`src/rtl/smart_flit_rx_buffer.sv`:
```
// smart_flit_rx_buffer: receive end of the credit-based SMART link.
// Buffers incoming flits in a DEPTH-entry FIFO, presents the head flit on a
// valid/ready interface and returns one credit pulse upstream per dequeue.
// Optional feature macro: RX_BYPASS_EN (same-cycle bypass when empty).
module smart_flit_rx_buffer #(
   parameter int DEPTH      = 4,
   parameter int FLIT_WIDTH = 33
) (
   input  logic                         clk,
   input  logic                         reset,
   input  logic                         flit_in_valid,
   input  logic [FLIT_WIDTH-1:0]        flit_in,
   output logic                         credit_out,
   output logic                         flit_out_valid,
   output logic [FLIT_WIDTH-1:0]        flit_out,
   input  logic                         flit_out_ready,
   output logic [$clog2(DEPTH+1)-1:0]   occupancy,
   output logic                         parity_err,
   output logic                         overflow_err
);

   localparam int PW = $clog2(DEPTH);
   localparam int OW = $clog2(DEPTH+1);

   logic [FLIT_WIDTH-1:0] mem_q [DEPTH];
   logic [FLIT_WIDTH-1:0] mem_d [DEPTH];
   logic [PW-1:0]         wr_ptr_q, wr_ptr_d;
   logic [PW-1:0]         rd_ptr_q, rd_ptr_d;
   logic [OW-1:0]         occ_q, occ_d;
   logic                  credit_q, credit_d;
   logic                  parity_err_q, parity_err_d;
   logic                  overflow_q, overflow_d;

   logic                  empty, full;
   logic                  fifo_deq;   // head of the FIFO leaves
   logic                  deq;        // any flit handed to the consumer
   logic                  enq;        // flit written into storage
   logic                  byp_take;   // flit consumed straight from flit_in

   // Output view of the head flit, with optional bypass when the buffer is empty
   always_comb begin
      empty          = (occ_q == '0);
      full           = (occ_q == OW'(DEPTH));
      flit_out       = mem_q[rd_ptr_q];
      flit_out_valid = !empty;
      byp_take       = 1'b0;
`ifdef RX_BYPASS_EN
      if (empty && flit_in_valid) begin
         flit_out       = flit_in;
         flit_out_valid = 1'b1;
         byp_take       = flit_out_ready;
      end
`endif
      fifo_deq = !empty && flit_out_ready;
      deq      = fifo_deq || byp_take;
      // A full buffer still accepts a flit when its head leaves this cycle
      enq      = flit_in_valid && (!full || fifo_deq) && !byp_take;
   end

   // Next-state for storage, pointers, occupancy and the registered pulses
   always_comb begin
      mem_d    = mem_q;
      wr_ptr_d = wr_ptr_q;
      rd_ptr_d = rd_ptr_q;
      occ_d    = occ_q;
      if (enq) begin
         mem_d[wr_ptr_q] = flit_in;
         wr_ptr_d        = wr_ptr_q + PW'(1);
      end
      if (fifo_deq) rd_ptr_d = rd_ptr_q + PW'(1);
      if (enq && !fifo_deq)      occ_d = occ_q + OW'(1);
      else if (!enq && fifo_deq) occ_d = occ_q - OW'(1);
      credit_d     = deq;
      // Even parity: the MSB must equal the XOR of the payload bits
      parity_err_d = deq && (flit_out[FLIT_WIDTH-1] != ^flit_out[FLIT_WIDTH-2:0]);
      overflow_d   = overflow_q || (flit_in_valid && full && !fifo_deq);
   end

   // State registers; reset discards all buffered flits at once
   always_ff @(posedge clk or posedge reset) begin
      if (reset) begin
         for (int i = 0; i < DEPTH; i++) mem_q[i] <= '0;
         wr_ptr_q     <= '0;
         rd_ptr_q     <= '0;
         occ_q        <= '0;
         credit_q     <= 1'b0;
         parity_err_q <= 1'b0;
         overflow_q   <= 1'b0;
      end else begin
         mem_q        <= mem_d;
         wr_ptr_q     <= wr_ptr_d;
         rd_ptr_q     <= rd_ptr_d;
         occ_q        <= occ_d;
         credit_q     <= credit_d;
         parity_err_q <= parity_err_d;
         overflow_q   <= overflow_d;
      end
   end

   assign credit_out   = credit_q;
   assign parity_err   = parity_err_q;
   assign overflow_err = overflow_q;
   assign occupancy    = occ_q;

endmodule

```
`config.mk`:
```
export PLATFORM = sky130hd
export DESIGN_NAME = smart_flit_rx_buffer
export DESIGN_NICKNAME = d
export VERILOG_FILES = /design/src/rtl/smart_flit_rx_buffer.sv
export SDC_FILE = /design/constraint.sdc
export NUM_CORES = 1
export LEC_CHECK = 0
export BUFFER_PORTS_ARGS = -buffer_cell sky130_fd_sc_hd__buf_2
export CORE_MARGIN = 4
export CORE_UTILIZATION = 60
export CTS_CLUSTER_SIZE = 24
export DETAILED_ROUTE_END_ITERATION = 8
export MAX_ROUTING_LAYER = met4
export PLACE_DENSITY = 0.8
export SYNTH_ARGS = -nofsm -noshare
export SYNTH_HDL_FRONTEND = slang
export SYNTH_SLANG_ARGS = --single-unit
```
`constraint.sdc`:
```
create_clock -name clk -period 11.1 [get_ports clk]
set_input_delay 0.555 -clock clk [delete_from_list [all_inputs] [get_ports clk]]
set_output_delay 0.555 -clock clk [all_outputs]
set_load 0.02 [all_outputs]
```
# Word level (Yosys, flattened, before mapping)
# Index checks and enable logic that the tools add are counted.
# Widths: inputs -> output; s select.
# word_totals
register_bits	142
in_bits	37
out_inout_bits	40
word_cells	46
# classes
addsub	4
order_cmp	3
n_eq_ne	2
mux	8
bitwise	2
n_reduce_logical	17
# op_table
cell	n
$bwmux 132	1
$mux 33	3
$bmux 33 s2	1
$demux 33 s2	1
$reduce_xor 32->1	1
$logic_and 1x1->1	8
$ge 3x3->1 const B	2
$mux 3	2
$not 2->3	2
$add 2x1->2 const B	2
$logic_not 1->1	4
$add 3x1->3 const B	1
$eq 3x3->1 const B	1
$logic_not 3->1	1
$lt 3x1->1 const B	1
$sub 3x1->3 const B	1
$logic_or 1x1->1	2
$reduce_bool 2->1	1
$ne 1x1->1	1

# Depth between registers and ports, before layout
# logic_depth
word_depth	9
ltp_mapped	10
ltp_nobuf	9

# Worst setup path before layout
# No wires, ideal clock.
# synth_timing
path_type	register -> register
start	register rd_ptr_q[0]
end	register parity_err_q, in the netlist parity_err
setup_ns	0.079
t_arrival_ns	2.377
required_ns	11.021
path_slack_ns	8.643
stages_incl_launch_ff	9
path_buffers	2
period_less_slack_ns	2.457
path_cell_list	dfrtp_1 > buf_6 > buf_12 > mux4_1 > xnor2_1 > xnor2_1 > xnor3_1 > or2_1 > mux2i_1
# synth_via
elab_chain_cells	7
# synth_lines
element	line_no	rtl
start: declaration	28	logic [PW-1:0] rd_ptr_q, rd_ptr_d;
start signal: assignment	92	rd_ptr_q <= rd_ptr_d;
$not 2->3 (not written as such)	44	flit_out = mem_q[rd_ptr_q];
$bmux 33 s2	44	
$mux 33 (not written as such) (2 in a row)	44	
via flit_out[29]	15	output logic [FLIT_WIDTH-1:0] flit_out,
$reduce_xor 32->1	75	parity_err_d = deq && (flit_out[FLIT_WIDTH-1] != ^flit_out[FLIT_WIDTH-2:0]);
$ne 1x1->1	75	
$logic_and 1x1->1	75	
via parity_err_d	31	logic parity_err_q, parity_err_d;
end signal: assignment	95	parity_err_q <= parity_err_d;
end: declaration	31	
# The timed path passes the listed nets, and every way through them passes these cells. The select of a mux whose other input is x is not followed.
# A chain may end at the register's enable or synchronous reset.

# Worst setup path in the final report
# layout_timing
start	register rd_ptr_q[0]
end	register parity_err_q, in the netlist parity_err
# layout_via
elab_chain_cells	7
# layout_lines
element	line_no
$not 2->3 (not written as such) *	44
$bmux 33 s2 *	44
$mux 33 (not written as such) * (2 in a row)	44
$reduce_xor 32->1	75
$ne 1x1->1 *	75
$logic_and 1x1->1 *	75
via parity_err_d	31
# The timed path passes the listed nets; every way through them passes the cells marked *. The select of a mux whose other input is x is not followed.

==> impl_results.md <==
* Largest family of logic cells by synthesized area: multiplexers
* Post-Syn Area per Cell at 16.6 µm²
* Status: finished, final reports clean
* Highest net fanout along the worst path at 26
* Final setup violation count at 0
* Maximum number of pins on one net before global-route repair at 97
* Clock Skew at 6.77 ps
* Pins Over Slew Limit at 0
* Height of the chip at 112 µm
* Startpoint Class: flop
* Cells traversed along the worst timing path: buf_4 -> mux4_1 -> xnor2_1 -> xnor2_1 -> xnor2_1 -> xnor3_1 -> mux2i_1
* Layout net count at 512
* Period utilisation layout at 27.6%
* Finished Cell Area at 0.00755 mm²
* Post-synthesis compound-gate area fraction at 0.192%
* Post-synthesis simple-gate area fraction at 0.981%
* Ratio of routed vias to standard cells at 5.79
* Cell at the root of the clock tree: clkbuf_8
* Syn Nets at 435
* Horizontal die dimension at 112 µm
* Via total after detailed routing at 3566
* Standard-cell rows at 37
* Clk pin slew, worst setup/hold paths at 60 ps
* Portion of netlist area occupied by mux cells at 35.2%
* Mapped cell area at 0.00650 mm²
* Total clock buffers created by CTS at 17
* Final worst slack at 8040 ps
* Most used cell, CP: xnor2_1
* Number of levels in the clock H-tree at 4
* Resized Gates After CTS at 0
* Hold/Removal Path Class: in -> async
* CTS hold repair buffers at 0
* Slowest-stage cell, CP: mux4_1
* Number of buffers added on ports at 76
* Endpoint class of the critical path: flop
* Filler cell count at 684
* Combined area of the multi-input logic cells at 0.00280 mm²
* Post-route DRC at 0
* Vias in the first global route at 4004
* Post-synth ARST share at 100%
* Number of warnings printed during yosys synthesis at 0
* Sequential standard cell area at 0.00355 mm²
* Count of flip-flops with a built-in enable after synthesis at 0
* I/O pin cnt at 77
* Post-synthesis share of cell area spent on full adders, half adders and majority gates at 1.27%
* Data required time of the critical path at 11510 ps
* Tightest slew margin relative to the limit at 35.6%
* Total routing resource utilization after global routing at 21.9%
* Top-count cell post-synth: dfrtp_1
* Clock Tree Buf Depth at 2
* Critical register-to-register path startpoint: rd_ptr_q[0]$_DFFE_PP0P_
* Number of storage elements in the synthesis netlist at 142
* Peak clock frequency supported by timing at 327 MHz
* Fin Setup TNS at 0 ps
* Global-route wire length before repair at 20.7 mm
* Cell taking the most area after synthesis: dfrtp_1
* Routability cong. at 0.712
* Synthesized-area fraction occupied by xor and xnor cells at 5.37%
* Post-CTS Setup Repair Bufs at 0
* Total core area at 0.0105 mm²
* Mean routed wirelength per cell at 20.0 µm
* Capture point of the worst reg-to-reg path: parity_err$_DFF_PP0_
* Top cells by instance count after synthesis: dfrtp_1, mux2_2, mux4_2, xnor2_1, buf_1
* Wire length after detailed routing at 12.3 mm
* DRT Pass-1 Iters at 4
* Source-to-sink clock delay at the later pin of the worst-skew pair at 520 ps
* Number of library cell types mapped by synthesis at 27
* Predominant post-synthesis flop cell: dfrtp_1
* TritonCTS clock tree: yes
* Worst setup path class: reg -> reg
* Post-DRT Antenna Nets at 0
* Flop-to-flop setup slack at 8040 ps
* Die ar. at 0.0126 mm²
* # clock sinks at 142
* Largest cells by area after synthesis: dfrtp_1, mux2_2, mux4_2, mux4_1, xnor2_1
* RSZ-0062 raised after global routing: false
* Stage delay of the slowest cell on the critical path at 670 ps
* Yosys top cell area share at 54.6%
* Antenna violations before repair at 1
* Initial DRC Count at 183
* Share of synthesized area occupied by flip-flops and latches at 54.6%
* Synthesis-to-finish area growth at 16.1%
* Starting utilization of the core area at 62.2%
* Share of cells above drive strength 1 at 56.4%
* Final HPWL from detailed placement at 7.85 mm
* Tmin final at 3060 ps
* Area after DPL at 0.00696 mm²
* Worst setup slack after placement at 8030 ps
* Max cap viols at 0
* Actual transition at the worst max-transition pin at 963 ps
* Number of instances in the synthesized netlist at 392
* Global route overflow at 0
* Arr. time, crit path at 3460 ps
* Worst Reg2Reg Path Length in Cells at 7
* Final hold violation count at 0
==> sequential cells by signal, indices dropped and copies added (netlist names) <==
register,cells
mem_q,132
occupancy,3
rd_ptr_q,2
wr_ptr_q,2
credit_out,1
overflow_err,1
parity_err,1
==> critical path, delay by kind of cell, from the launching register on <==
kind                   cells  cell delay (ps)
XOR/XNOR                   4             1050
multiplexers               2              810
flip-flops                 1              560
buffers and inverters      1              500
==> cell type report <==
type,count,share of cell area [%]
flip-flops and latches,142,47.1
multi-input cells,223,37.1
diodes,1,0.0331
clock buffers,23,6.31
repair buffers,80,5.43
well taps,136,2.25
clock inverters,6,1.46
inverters,5,0.315
==> stage by stage <==
stage | std cells | util [%] | hold slack, ps
3_5_place_dp | 586 | 66.6 | 443
6_report | 616 | 72.2 | 208
3_3_place_gp | 586 | 66.6 | 436
2_1_floorplan | 392 | - | 470
4_1_cts | 615 | 72.2 | 221
5_1_grt | 616 | 72.2 | 242
==> cells in the final DEF, fill, tap and decap left out, drive strengths merged, types with 2 or more instances in the layout <==
| master | instances |
|---|---|
| mux4 | 33 |
| xnor3 | 2 |
| xnor2 | 25 |
| clkinvlp | 2 |
| bufinv | 3 |
| xor2 | 8 |
| buf | 80 |
| nand2 | 7 |
| dfrtp | 142 |
| mux2 | 133 |
| inv | 5 |
| ha | 5 |
| clkbuf | 23 |
==> worst max path at each step <==
stage,from,to,slack [ps],depth (start not counted)
after floorplan,reset,credit_out$_DFF_PP0_,6740,1
after global placement,rd_ptr_q[0]$_DFFE_PP0P_,parity_err$_DFF_PP0_,8070,7
after detailed placement,rd_ptr_q[0]$_DFFE_PP0P_,parity_err$_DFF_PP0_,8030,7
after CTS,rd_ptr_q[0]$_DFFE_PP0P_,parity_err$_DFF_PP0_,8000,7
after global routing,rd_ptr_q[0]$_DFFE_PP0P_,parity_err$_DFF_PP0_,7900,7
final,rd_ptr_q[0]$_DFFE_PP0P_,parity_err$_DFF_PP0_,8040,7
==> logic make-up (layout without fill, tap and decap cells) <==
| kind of cell | count (synthesis) | in the layout |
|---|---|---|
| simple gates | 13 | 13 |
| compound gates | 2 | 2 |
| fa+ha+maj | 6 | 6 |
| buf+inv | 27 | 114 |
| mux | 167 | 167 |
| xor+xnor | 35 | 35 |
| flops | 142 | 142 |
| other cells | 0 | 1 |
==> metal layers <==
metal  part of all wire, %  wire length, µm  up-vias  GRT usage [%]
li1                      -                -     1595              -
met1                    44             5420     1882           28.3
met2                    50             6170       73           34.2
met3                   4.4              541       16           5.82
met4                   1.5              181        0           7.37
met5                     0                0        -              -
Power is not shown: default switching activity piles up to over one toggle a cycle in this logic, so the estimate is an artifact.
